==> config.mk <==
export PLATFORM = sky130hd
export DESIGN_NAME = fifo_rd_ctrl_flat
export DESIGN_NICKNAME = d
export VERILOG_FILES = /design/src/rtl/fifo_rd_ctrl_if.sv /design/src/rtl/fifo_rd_ctrl.sv /design/src/flat_wrapper.sv
export SDC_FILE = /design/constraint.sdc
export NUM_CORES = 1
export LEC_CHECK = 0
export CAP_MARGIN = 20
export CORE_AREA = 2 2 55 57
export DETAILED_ROUTE_END_ITERATION = 8
export DIE_AREA = 0 0 57 59
export PLACE_DENSITY = 0.81
export SETUP_SLACK_MARGIN = 0.3
export SKIP_CTS_REPAIR_TIMING = 1
export SYNTH_ARGS = -nofsm -noshare
export SYNTH_HDL_FRONTEND = slang
export SYNTH_SLANG_ARGS = --single-unit
==> constraint.sdc <==
create_clock -name rclk -period 5.8 [get_ports rclk]
set_input_delay 0.87 -clock rclk [delete_from_list [all_inputs] [get_ports rclk]]
set_output_delay 0.87 -clock rclk [all_outputs]
set_load 0.005 [all_outputs]
==> src/rtl/fifo_rd_ctrl_if.sv <==
// fifo_rd_ctrl_if: read-side bundle of the async FIFO (sync'd write pointer,
// memory read port, FWFT consumer port and status).
interface fifo_rd_ctrl_if #(parameter int ASIZE = 4, parameter int DSIZE = 8);
  logic [ASIZE:0]   rq2_wptr;
  logic [DSIZE-1:0] mem_rdata;
  logic             rready;
  logic [ASIZE:0]   rptr;
  logic [ASIZE-1:0] raddr;
  logic [DSIZE-1:0] rdata;
  logic             rvalid;
  logic             rempty;
  logic             raempty;
  logic [ASIZE:0]   rlevel;
  modport slave (
    input  rq2_wptr, mem_rdata, rready,
    output rptr, raddr, rdata, rvalid, rempty, raempty, rlevel
  );
  modport master (
    output rq2_wptr, mem_rdata, rready,
    input  rptr, raddr, rdata, rvalid, rempty, raempty, rlevel
  );
endinterface

==> src/rtl/fifo_rd_ctrl.sv <==
// fifo_rd_ctrl: async FIFO read controller with a first-word-fall-through output register.
module fifo_rd_ctrl #(
  parameter int ASIZE  = 4,
  parameter int DSIZE  = 8,
  parameter int AEMPTY = 2
) (
  input logic rclk,
  input logic rrst_n,
  fifo_rd_ctrl_if.slave rif
);
  logic [ASIZE:0]   rbin, rptr, rlevel, wbin, rbinnext, rgraynext, rlevel_next;
  logic [DSIZE-1:0] rdata;
  logic             rvalid, rempty, raempty, fetch, rvalid_next;
  always_comb begin
    wbin = '0;
    for (int i = 0; i <= ASIZE; i++) wbin[i] = ^(rif.rq2_wptr >> i);
    fetch       = !rempty && (!rvalid || rif.rready);
    rvalid_next = fetch || (rvalid && !rif.rready);
    rbinnext    = rbin + (ASIZE+1)'(fetch);
    rgraynext   = rbinnext ^ (rbinnext >> 1);
    // memory words still unread plus the one parked in the output register
    rlevel_next = wbin - rbinnext + (ASIZE+1)'(rvalid_next);
  end
  always_ff @(posedge rclk or negedge rrst_n) begin
    if (!rrst_n) begin
      rbin    <= '0;
      rptr    <= '0;
      rdata   <= '0;
      rvalid  <= 1'b0;
      rempty  <= 1'b1;
      rlevel  <= '0;
      raempty <= 1'b1;
    end else begin
      if (fetch) rdata <= rif.mem_rdata;
      rbin    <= rbinnext;
      rptr    <= rgraynext;
      rvalid  <= rvalid_next;
      rempty  <= rgraynext == rif.rq2_wptr;
      rlevel  <= rlevel_next;
      raempty <= rlevel_next <= (ASIZE+1)'(AEMPTY);
    end
  end
  assign rif.raddr   = rbin[ASIZE-1:0];
  assign rif.rptr    = rptr;
  assign rif.rdata   = rdata;
  assign rif.rvalid  = rvalid;
  assign rif.rempty  = rempty;
  assign rif.raempty = raempty;
  assign rif.rlevel  = rlevel;
endmodule

==> src/flat_wrapper.sv <==
// flat-port wrapper written by rule: the top's interface ports become plain ports
module fifo_rd_ctrl_flat 
#(
  parameter int ASIZE  = 4,
  parameter int DSIZE  = 8,
  parameter int AEMPTY = 2
)
  (rclk, rrst_n, rif_rq2_wptr, rif_mem_rdata, rif_rready, rif_rptr, rif_raddr, rif_rdata, rif_rvalid, rif_rempty, rif_raempty, rif_rlevel);
  fifo_rd_ctrl_if #(.ASIZE(ASIZE), .DSIZE(DSIZE)) rif_i ();
  input logic rclk;
  input logic rrst_n;
  input wire logic [$bits(rif_i.rq2_wptr)-1:0] rif_rq2_wptr;
  input wire logic [$bits(rif_i.mem_rdata)-1:0] rif_mem_rdata;
  input wire logic [$bits(rif_i.rready)-1:0] rif_rready;
  output wire logic [$bits(rif_i.rptr)-1:0] rif_rptr;
  output wire logic [$bits(rif_i.raddr)-1:0] rif_raddr;
  output wire logic [$bits(rif_i.rdata)-1:0] rif_rdata;
  output wire logic [$bits(rif_i.rvalid)-1:0] rif_rvalid;
  output wire logic [$bits(rif_i.rempty)-1:0] rif_rempty;
  output wire logic [$bits(rif_i.raempty)-1:0] rif_raempty;
  output wire logic [$bits(rif_i.rlevel)-1:0] rif_rlevel;
  assign rif_i.rq2_wptr = rif_rq2_wptr;
  assign rif_i.mem_rdata = rif_mem_rdata;
  assign rif_i.rready = rif_rready;
  assign rif_rptr = rif_i.rptr;
  assign rif_raddr = rif_i.raddr;
  assign rif_rdata = rif_i.rdata;
  assign rif_rvalid = rif_i.rvalid;
  assign rif_rempty = rif_i.rempty;
  assign rif_raempty = rif_i.raempty;
  assign rif_rlevel = rif_i.rlevel;
  fifo_rd_ctrl #(.ASIZE(ASIZE), .DSIZE(DSIZE), .AEMPTY(AEMPTY)) u_core (.rclk(rclk), .rrst_n(rrst_n), .rif(rif_i));
endmodule
==> results of run 1 <==
## metrics by stage
| step | setup WS (ns) | hold WS [ns] | util [%] | instances |
|---|---|---|---|---|
| after floorplan | 2.366 | 0.4978 | - | 103 |
| after global placement | 1.701 | 0.4883 | 63.57 | 173 |
| after detailed placement | 1.515 | 0.4982 | 63.57 | 173 |
| after CTS | 1.855 | 0.5267 | 64.54 | 177 |
| after global routing | 1.630 | 0.5472 | 65.56 | 178 |
| final | 1.896 | 0.5208 | 65.56 | 178 |
## power by group through the flow
| stage | combinational, mW | clock [mW] | sequential [mW] |
|---|---|---|---|
| after floorplan | 0.486 | 0 | 0.318 |
| after global placement | 0.717 | 0 | 0.317 |
| after detailed placement | 0.746 | 0 | 0.323 |
| after CTS | 0.752 | 0.0785 | 0.318 |
| after global routing | 0.818 | 0.0885 | 0.327 |
| final | 0.742 | 0.0766 | 0.317 |
## cell families (layout without fill, tap and decap cells)
logic type	after synthesis	after routing	share of synthesized area, %
flip-flops	25	25	48.74
XOR/XNOR	21	21	16.02
AND/OR/NAND/NOR	14	14	6.310
AO/OA/AOI/OAI	12	12	6.506
adder cells (fa/ha/maj)	11	11	11.26
buffers and inverters	11	55	3.301
multiplexers	9	9	7.864
## cell usage in the layout (no fill, tap or decap), drive strengths merged
cell type,instances
mux2,9
a21o,1
nor2,3
a21oi,5
clkbuf,4
buf,1
nor4b,1
o31a,1
dfrtp,23
nand2,3
dfstp,2
inv,10
nand2b,1
clkdlybuf4s50,40
nand3,4
ha,10
o22ai,1
a2111oi,1
fa,1
o21ai,2
xor2,9
a21boi,1
xnor2,12
nor2b,2
## routing by layer
layer	global-route usage [%]	vias up	share of wire [%]
li1	-	429	-
met1	19.05	400	41
met2	28.41	18	53
met3	4.367	6	3.8
met4	4.983	0	2.0
met5	0	-	0
## cells in the mapped netlist (2+ instances only)
library cell  number
nor2b_1            2
nand2_1            3
nor2_1             3
a21oi_1            4
xor2_1             8
inv_1             10
dfrtp_1           23
nand3_1            3
ha_1              10
o21ai_0            2
xnor2_2            2
dfstp_2            2
xnor2_1           10
mux2_2             8
## final cells by class
class	count	share of cell area (%)
multi-input cells	67	34.79
repair buffers	41	24.08
well taps	31	2.183
clock buffers	4	1.479
flip-flops and latches	25	35.35
inverters	10	2.113
## flip-flops by register name, indices dropped and copies added (netlist names)
name / flops
u_core.rbin: 5
u_core.rif.rempty: 1
u_core.rif.rlevel: 5
u_core.rif.rdata: 8
u_core.rif.rvalid: 1
u_core.rif.rptr: 4
u_core.rif.raempty: 1
## worst min path at each step
| stage | start | slack, ns | endpoint | cells after the start |
|---|---|---|---|---|
| 4_1_cts | u_core.rif.rdata[7]$_DFFE_PN0P_ | 0.53 | u_core.rif.rdata[7]$_DFFE_PN0P_ | 1 |
| 6_report | u_core.rif.rdata[2]$_DFFE_PN0P_ | 0.52 | u_core.rif.rdata[2]$_DFFE_PN0P_ | 1 |
| 3_5_place_dp | u_core.rif.rdata[7]$_DFFE_PN0P_ | 0.50 | u_core.rif.rdata[7]$_DFFE_PN0P_ | 1 |
| 3_3_place_gp | u_core.rif.rdata[7]$_DFFE_PN0P_ | 0.49 | u_core.rif.rdata[7]$_DFFE_PN0P_ | 1 |
| 2_1_floorplan | u_core.rif.rempty$_DFF_PN1_ | 0.50 | u_core.rif.rvalid$_DFF_PN0_ | 1 |
| 5_1_grt | u_core.rif.rdata[1]$_DFFE_PN0P_ | 0.55 | u_core.rif.rdata[1]$_DFFE_PN0P_ | 1 |
==> impl_metrics.ini, run 1 <==
[power]
leakage_nw = 0.7776
fin_total_pwr_mw = 1.135
p_seq_share_pct = 27.9
p_int_mw = 0.6893
ir_worst_vdd_v = 0.0005613
switching_share_pct = 39.29
combPwrFrac_pct = 65.4
powerDensity_mw_per_mm2 = 639.1
p_sw_mw = 0.4461
clock_power_share_pct = 6.7

[setup_path]
crit_path_cell_trace = clkdlybuf4s50_1 -> xor2_1 -> xor2_1 -> xor2_1 -> xnor2_1 -> ha_1 -> inv_1 -> ha_1 -> inv_1 -> fa_1 -> nand2b_1 -> a21oi_1 -> xor2_1 -> xnor2_1 -> a2111oi_2
cp_num_buf_inv = 3
critPathKind = primary input to flip-flop
cp-start-kind = primary input
slowest_delay_ns = 0.54
slowest_stage = clkdlybuf4s50_1
worst_ep_arrival_time_ns = 4.13
path_depth = 15
worstSetupEndpoint = u_core.rif.raempty$_DFF_PN1_
timing.critical_path.mode_cell = xor2_1
r2r_cells = 12
rr_endpoint = u_core.rif.raempty$_DFF_PN1_
regToRegSetupSlack_ns = 2.63
timing.rr.start = u_core.rif.rvalid$_DFF_PN0_
endpoint_kind = flip-flop
worst-path-max-fanout = 2
cp.required_ns = 6.03
startpoint = rif_rq2_wptr[4]
crit_family = XOR/XNOR gates

[floorplan]
ios = 41
dieWidth_um = 57
core_mm2 = 0.002710
die_area_mm2 = 0.003363
num_rows = 19
dieHeight_um = 59
initial_core_util_pct = 47.55

[global_route]
track_usage_pct = 16.02
grt_pass1_wl_mm = 4.050
grt_max_degree = 26
grt_pass1_vias = 877
grt-ovfl-total = 0
antenna_found_initial = 0

[clocking]
cts_buffer_depth = 2
clk_pin_slew_ns = 0.13
clock_tree.root_cell = clkbuf_4
insertion_delay_ns = 0.32
htree_levels = 1
clock_sinks = 25
cts-buffers-inserted = 3
tritoncts = yes

[drt]
num_vias = 853
wl_mm = 2.357
dr.pass1.iters = 4
drt_iter0_drc = 12
drtAntennaViolNets = 0
drc = 0
vias_per_cell = 4.792
routedWlPerCell_um = 13.24

[sta]
period_needed_ns = 3.904
finClkSkew_ns = 0.005311
rsz0062_at_grt = no
setup_viol = 0
worst_pin_slew_ns = 0.4510
relSlewSlack_pct = 69.84
finalHoldViolations = 0
max_freq_mhz = 256.1
tns_ns = 0
drv_slew = 0
min_period_over_period_pct = 67.32

[synth]
yosysTopAreaCell = dfrtp_1
avgSynthCellArea_um2 = 12.51
synth-edff-count = 0
synthTopCellsByArea = dfrtp_1, ha_1, mux2_2, xnor2_1, xor2_1
synth_flop_cell = dfrtp_1
yosys.cell_types.count = 27
syn-num-nets = 130
synth_warnings = 0
yosys.area.top_type_share_pct = 44.66
syn_area_mm2 = 0.001289
ys_seq_area_share_pct = 48.74
ys_async_sr_fraction_pct = 100.0
synth-seq-cells = 25
synthCells = 103

[finish]
area_growth_pct = 37.86
multi_input_comb_area_um2 = 618.1
n_fill_cell = 219
drive_gt1_share_pct = 14.29
nets = 175
seq_area_um2 = 628.1
fin_area_mm2 = 0.001777
diodes = 0

[placed_design]
gp_congestion = 0.7551
post-dp-hpwl_mm = 1.970
post_dp_cell_area_mm2 = 0.001723
port_buffers = 40

[outcome]
status = complete, no violations

[flow_run]
drv_cap = 0

[hold_path]
min_path_type = flip-flop to flip-flop
Power figures use the tool's default switching activity.
==> inputs of run 2 (changes only) <==
- CORE_AREA: 2 2 55 57 -> 2 2 60 62
- DIE_AREA: 0 0 57 59 -> 0 0 62 64
- PLACE_DENSITY: 0.81 -> 0.72
- clock period: 5.8 -> 3.31 ns (I/O delays scaled with it)
==> run 2 against run 1 <==
Compared with the run above:
- combinational power grew 110%
- critical endpoint unchanged
- first-iteration DRC count grew 110%
- critical path type unchanged
- non-clock buffer count grew 14
- largest power group unchanged
- via count grew 6.7%
- final area grew 12%
- utilization shrank 4.8 points
- clock power grew 87%
- count of clock-buffer cells in the layout shrank 1
- register-to-register slack lost 2.2 ns
- sequential power grew 77%
- clock skew shrank 0.0042 ns
- total power grew 97%
==> impl_metrics.ini, run 2 (synthesis results as in run 1) <==
[outcome]
status = complete, no violations

[setup_path]
endpoint_kind = flip-flop
worst-path-max-fanout = 2
cp.required_ns = 3.53
critPathKind = primary input to flip-flop
worst_ep_arrival_time_ns = 3.13
slowest_stage = fa_2
slowest_delay_ns = 0.35
cp-start-kind = primary input
crit_path_cell_trace = buf_8 -> xor2_4 -> xor2_2 -> xor2_1 -> xnor2_1 -> ha_1 -> inv_1 -> ha_2 -> inv_2 -> fa_2 -> nand2b_4 -> a21oi_2 -> xor2_1 -> xnor2_1 -> a2111oi_2

[power]
p_seq_share_pct = 25.1
combPwrFrac_pct = 68.6
p_sw_mw = 0.8540
leakage_nw = 0.8882
fin_total_pwr_mw = 2.239
clock_power_share_pct = 6.4
ir_worst_vdd_v = 0.0006034
p_int_mw = 1.385
powerDensity_mw_per_mm2 = 1123
switching_share_pct = 38.14

[floorplan]
die_area_mm2 = 0.003968
ios = 41
num_rows = 21
dieHeight_um = 64
dieWidth_um = 62
initial_core_util_pct = 39.24
core_mm2 = 0.003284

[clocking]
clock_tree.root_cell = clkbuf_4
htree_levels = 1
insertion_delay_ns = 0.31
tritoncts = yes
cts-buffers-inserted = 3
clk_pin_slew_ns = 0.14
cts_buffer_depth = 2
clock_sinks = 25

[finish]
largest_register_ffs = 8
finalCoreUtilization_pct = 60.72
n_fill_cell = 274
area_growth_pct = 54.76
multi_input_comb_area_um2 = 693.2
largest_register = u_core.rif.rdata
reg.largest.list = u_core.rif.rdata: 8 flops, u_core.rbin: 5 flops, u_core.rif.rlevel: 5 flops
layout_commonest_cell = clkdlybuf4s50_1
seq_area_um2 = 628.1
final_cell_mix = clkdlybuf4s50_1, dfrtp_1, buf_4
nets = 189
drive_gt1_share_pct = 29.81
fin_area_mm2 = 0.001994
diodes = 0

[drt]
vias_per_cell = 4.396
drt_iter0_drc = 25
drtAntennaViolNets = 0
dr.pass1.iters = 4
wl_mm = 2.563
routedWlPerCell_um = 12.38
num_vias = 910
drc = 0

[global_route]
grt_pass1_vias = 883
grt_max_degree = 26
grt_pass1_wl_mm = 3.884
track_usage_pct = 13.06
grt-ovfl-total = 0
antenna_found_initial = 0

[sta]
worst_pin_slew_ns = 0.4351
relSlewSlack_pct = 70.90
finalHoldViolations = 0
drv_slew = 0
finClkSkew_ns = 0.001106
setup_viol = 0
fin_hold_ws_ns = 0.4683
period_needed_ns = 2.909
rsz0062_at_grt = yes
min_period_over_period_pct = 87.88
max_freq_mhz = 343.8

[hold_path]
min_path_type = primary input to asynchronous set/reset pin

[placed_design]
port_buffers = 40
post-dp-hpwl_mm = 2.034
gp_congestion = 0.8288
post_dp_cell_area_mm2 = 0.001843

[flow_run]
drv_cap = 0
## run 2: cell count changes in the layout (fill, tap and decap cells not counted), sizes merged
cell           previous run  this run
clkbuf                    4         3
clkdlybuf4s50            40        35
dlymetal6s2s              0         3
buf                       1        17
inv                      10        11
## run 2: per-layer routing
metal	track usage (%)	wire (um)	vias up
met4	3.989	31	0
met3	1.619	115	2
met5	0	0	-
met1	15.91	1023	429
met2	23.05	1394	24
li1	-	-	455
## run 2: critical path, delay by kind of cell
kind,cells,cell delay [ns]
xor+xnor,6,1.01
fa+ha+maj,3,0.83
compound gates,2,0.44
buf+inv,3,0.22
simple gates,1,0.15
## run 2: power by group through the flow
stage,clock network [mW],logic [mW],registers (mW)
6_report,0.143,1.54,0.561
5_1_grt,0.158,1.71,0.582
4_1_cts,0.149,1.47,0.557
3_5_place_dp,0,1.46,0.565
3_3_place_gp,0,1.41,0.558
2_1_floorplan,0,0.869,0.559
## run 2: per-stage QoR
| step | std cells | setup slack (ns) | setup TNS (ns) |
|---|---|---|---|
| 2_1_floorplan | 103 | 0.3061 | 0 |
| 3_3_place_gp | 199 | -0.3063 | -0.4852 |
| 3_5_place_dp | 199 | -0.4617 | -0.9007 |
| 4_1_cts | 203 | -0.1256 | -0.1256 |
| 5_1_grt | 207 | 0.2607 | 0 |
| 6_report | 207 | 0.4012 | 0 |
## run 2: worst paths after layout
kind,end,slack [ns],from,cells past startpoint
hold / removal,u_core.rif.rdata[7]$_DFFE_PN0P_,0.47,rrst_n,1
hold reg to reg,u_core.rif.rdata[0]$_DFFE_PN0P_,0.52,u_core.rif.rdata[0]$_DFFE_PN0P_,1
setup / recovery,u_core.rif.raempty$_DFF_PN1_,0.40,rif_rq2_wptr[3],15
setup reg to reg,u_core.rif.raempty$_DFF_PN1_,0.46,u_core.rif.rempty$_DFF_PN1_,12
min in group rclk,u_core.rif.rvalid$_DFF_PN0_,0.49,rif_rready,2
max in group asynchronous,u_core.rif.rempty$_DFF_PN1_,2.32,rrst_n,2
## run 2: final cells by class
type	instances	share of cell area, %
Clock buffer	3	1.129
Clock inverter	1	0.4391
Inverter	10	1.882
Multi-Input combinational cell	67	34.76
Sequential cell	25	31.49
Tap cell	46	2.886
Timing Repair Buffer	55	27.42
==> inputs of run 3 (changes only) <==
- MAX_ROUTING_LAYER: default -> met4
==> run 3 against run 2 <==
Compared with the run above:
- sequential cell count unchanged
- non-clock buffer count stayed put
- critical path type unchanged
- hold slack unchanged
- combinational power is essentially flat
- largest power group unchanged
- utilization did not move
- critical path depth unchanged
- setup slack improved by 0.0032 ns
- register-to-register slack hardly changed
==> impl_metrics.ini, run 3 (synthesis results as in run 1) <==
[outcome]
status = complete, no violations

[floorplan]
dieWidth_um = 62
core_mm2 = 0.003284
initial_core_util_pct = 39.24
ios = 41
dieHeight_um = 64
num_rows = 21
die_area_mm2 = 0.003968

[sta]
rsz0062_at_grt = yes
period_needed_ns = 2.906
min_period_over_period_pct = 87.78
drv_slew = 0
worst_pin_slew_ns = 0.4351
finalHoldViolations = 0
setup_viol = 0
fin_hold_ws_ns = 0.4683
fin_ws_ns = 0.4044
max_freq_mhz = 344.2
relSlewSlack_pct = 70.90
tns_ns = 0
finClkSkew_ns = 0.001226

[global_route]
use_met1_pct = 15.91
grt_use_met3_pct = 1.619
antenna_found_initial = 0
busiest_layer = met2
track_usage_pct = 13.40
grt_max_degree = 26
grt-ovfl-total = 0
grt_pass1_wl_mm = 3.884
gr-usage-met2_pct = 23.05
grt_pass1_vias = 883

[finish]
drive_gt1_share_pct = 29.81
area_growth_pct = 54.76
nets = 189
final_cell_mix = clkdlybuf4s50_1, dfrtp_1, buf_4
fin_area_mm2 = 0.001994
diodes = 0
n_fill_cell = 274
multi_input_comb_area_um2 = 693.2
layout_commonest_cell = clkdlybuf4s50_1
largest_register = u_core.rif.rdata
reg.largest.list = u_core.rif.rdata: 8 flops, u_core.rbin: 5 flops, u_core.rif.rlevel: 5 flops
fin_cells = 207
largest_register_ffs = 8
seq_area_um2 = 628.1

[setup_path]
critPathKind = primary input to flip-flop
worst-path-max-fanout = 2
cp-start-kind = primary input
rr_endpoint = u_core.rif.raempty$_DFF_PN1_
cp.required_ns = 3.53
timing.rr.start = u_core.rif.rempty$_DFF_PN1_
worst_ep_arrival_time_ns = 3.13
endpoint_kind = flip-flop
r2r_cells = 12
regToRegSetupSlack_ns = 0.47

[placed_design]
port_buffers = 40
place_inst = 199
post_dp_cell_area_mm2 = 0.001843
pre_cts_slack_ns = -0.4617
post-dp-hpwl_mm = 2.034
gp_congestion = 0.8415

[drt]
drtAntennaViolNets = 0
routedWlPerCell_um = 12.39
drt_iter0_drc = 25
drc = 0
num_vias = 909
vias_per_cell = 4.391
wl_mm = 2.564
dr.pass1.iters = 4

[clocking]
clock_sinks = 25
htree_levels = 1
clk_pin_slew_ns = 0.14
cts-buffers-inserted = 3
cts_buffer_depth = 2
clock_tree.root_cell = clkbuf_4
insertion_delay_ns = 0.31
tritoncts = yes

[power]
powerDensity_mw_per_mm2 = 1122
leakage_nw = 0.8882
ir_worst_vdd_v = 0.0006010

[hold_path]
min_path_type = primary input to asynchronous set/reset pin

[flow_run]
drv_cap = 0
-- run 3: cell counts in the layout (fill, tap and decap cells not counted) --
Identical to the previous run, type by type.
-- run 3: worst max-delay path by stage --
stage	slack, ns	to	start	cells past startpoint
after floorplan	0.31	u_core.rif.raempty$_DFF_PN1_	rif_rq2_wptr[4]	14
after global placement	-0.31	u_core.rif.raempty$_DFF_PN1_	rif_rq2_wptr[3]	15
after detailed placement	-0.46	u_core.rif.raempty$_DFF_PN1_	rif_rq2_wptr[3]	15
after CTS	-0.13	u_core.rif.raempty$_DFF_PN1_	rif_rq2_wptr[3]	15
after global routing	0.26	u_core.rif.raempty$_DFF_PN1_	rif_rq2_wptr[3]	15
final	0.40	u_core.rif.raempty$_DFF_PN1_	rif_rq2_wptr[3]	15
-- run 3: layout make-up --
cell class              instances  area share, %
clock buffers                   3          1.129
clock inverters                 1         0.4391
inverters                      10          1.882
multi-input cells              67          34.76
flip-flops and latches         25          31.49
well taps                      46          2.886
repair buffers                 55          27.42
-- run 3: through the flow --
stage / util (%) / total power [mW]
final: 60.72 / 2.238
after global routing: 60.72 / 2.448
after floorplan: - / 1.428
after global placement: 56.11 / 1.968
after CTS: 57.07 / 2.171
after detailed placement: 56.11 / 2.024
-- run 3: routing by layer --
metal	routed length [um]	share of wire (%)
met3	115	4.5
met5	0	0
met1	1023	40
met2	1394	54
met4	31	1.2
-- run 3: critical path: stages --
cell,delay [ns]
buf_8,0.11
xor2_4,0.18
xor2_2,0.19
xor2_1,0.22
xnor2_1,0.11
ha_1,0.30
inv_1,0.07
ha_2,0.18
inv_2,0.04
fa_2,0.35
nand2b_4,0.15
a21oi_2,0.15
xor2_1,0.18
xnor2_1,0.13
a2111oi_2,0.29
-- run 3: where the power goes --
group	switching [mW]	internal (mW)	total [mW]
combinational	0.662	0.872	1.53
sequential	0.0968	0.464	0.561
clock	0.0934	0.0490	0.142
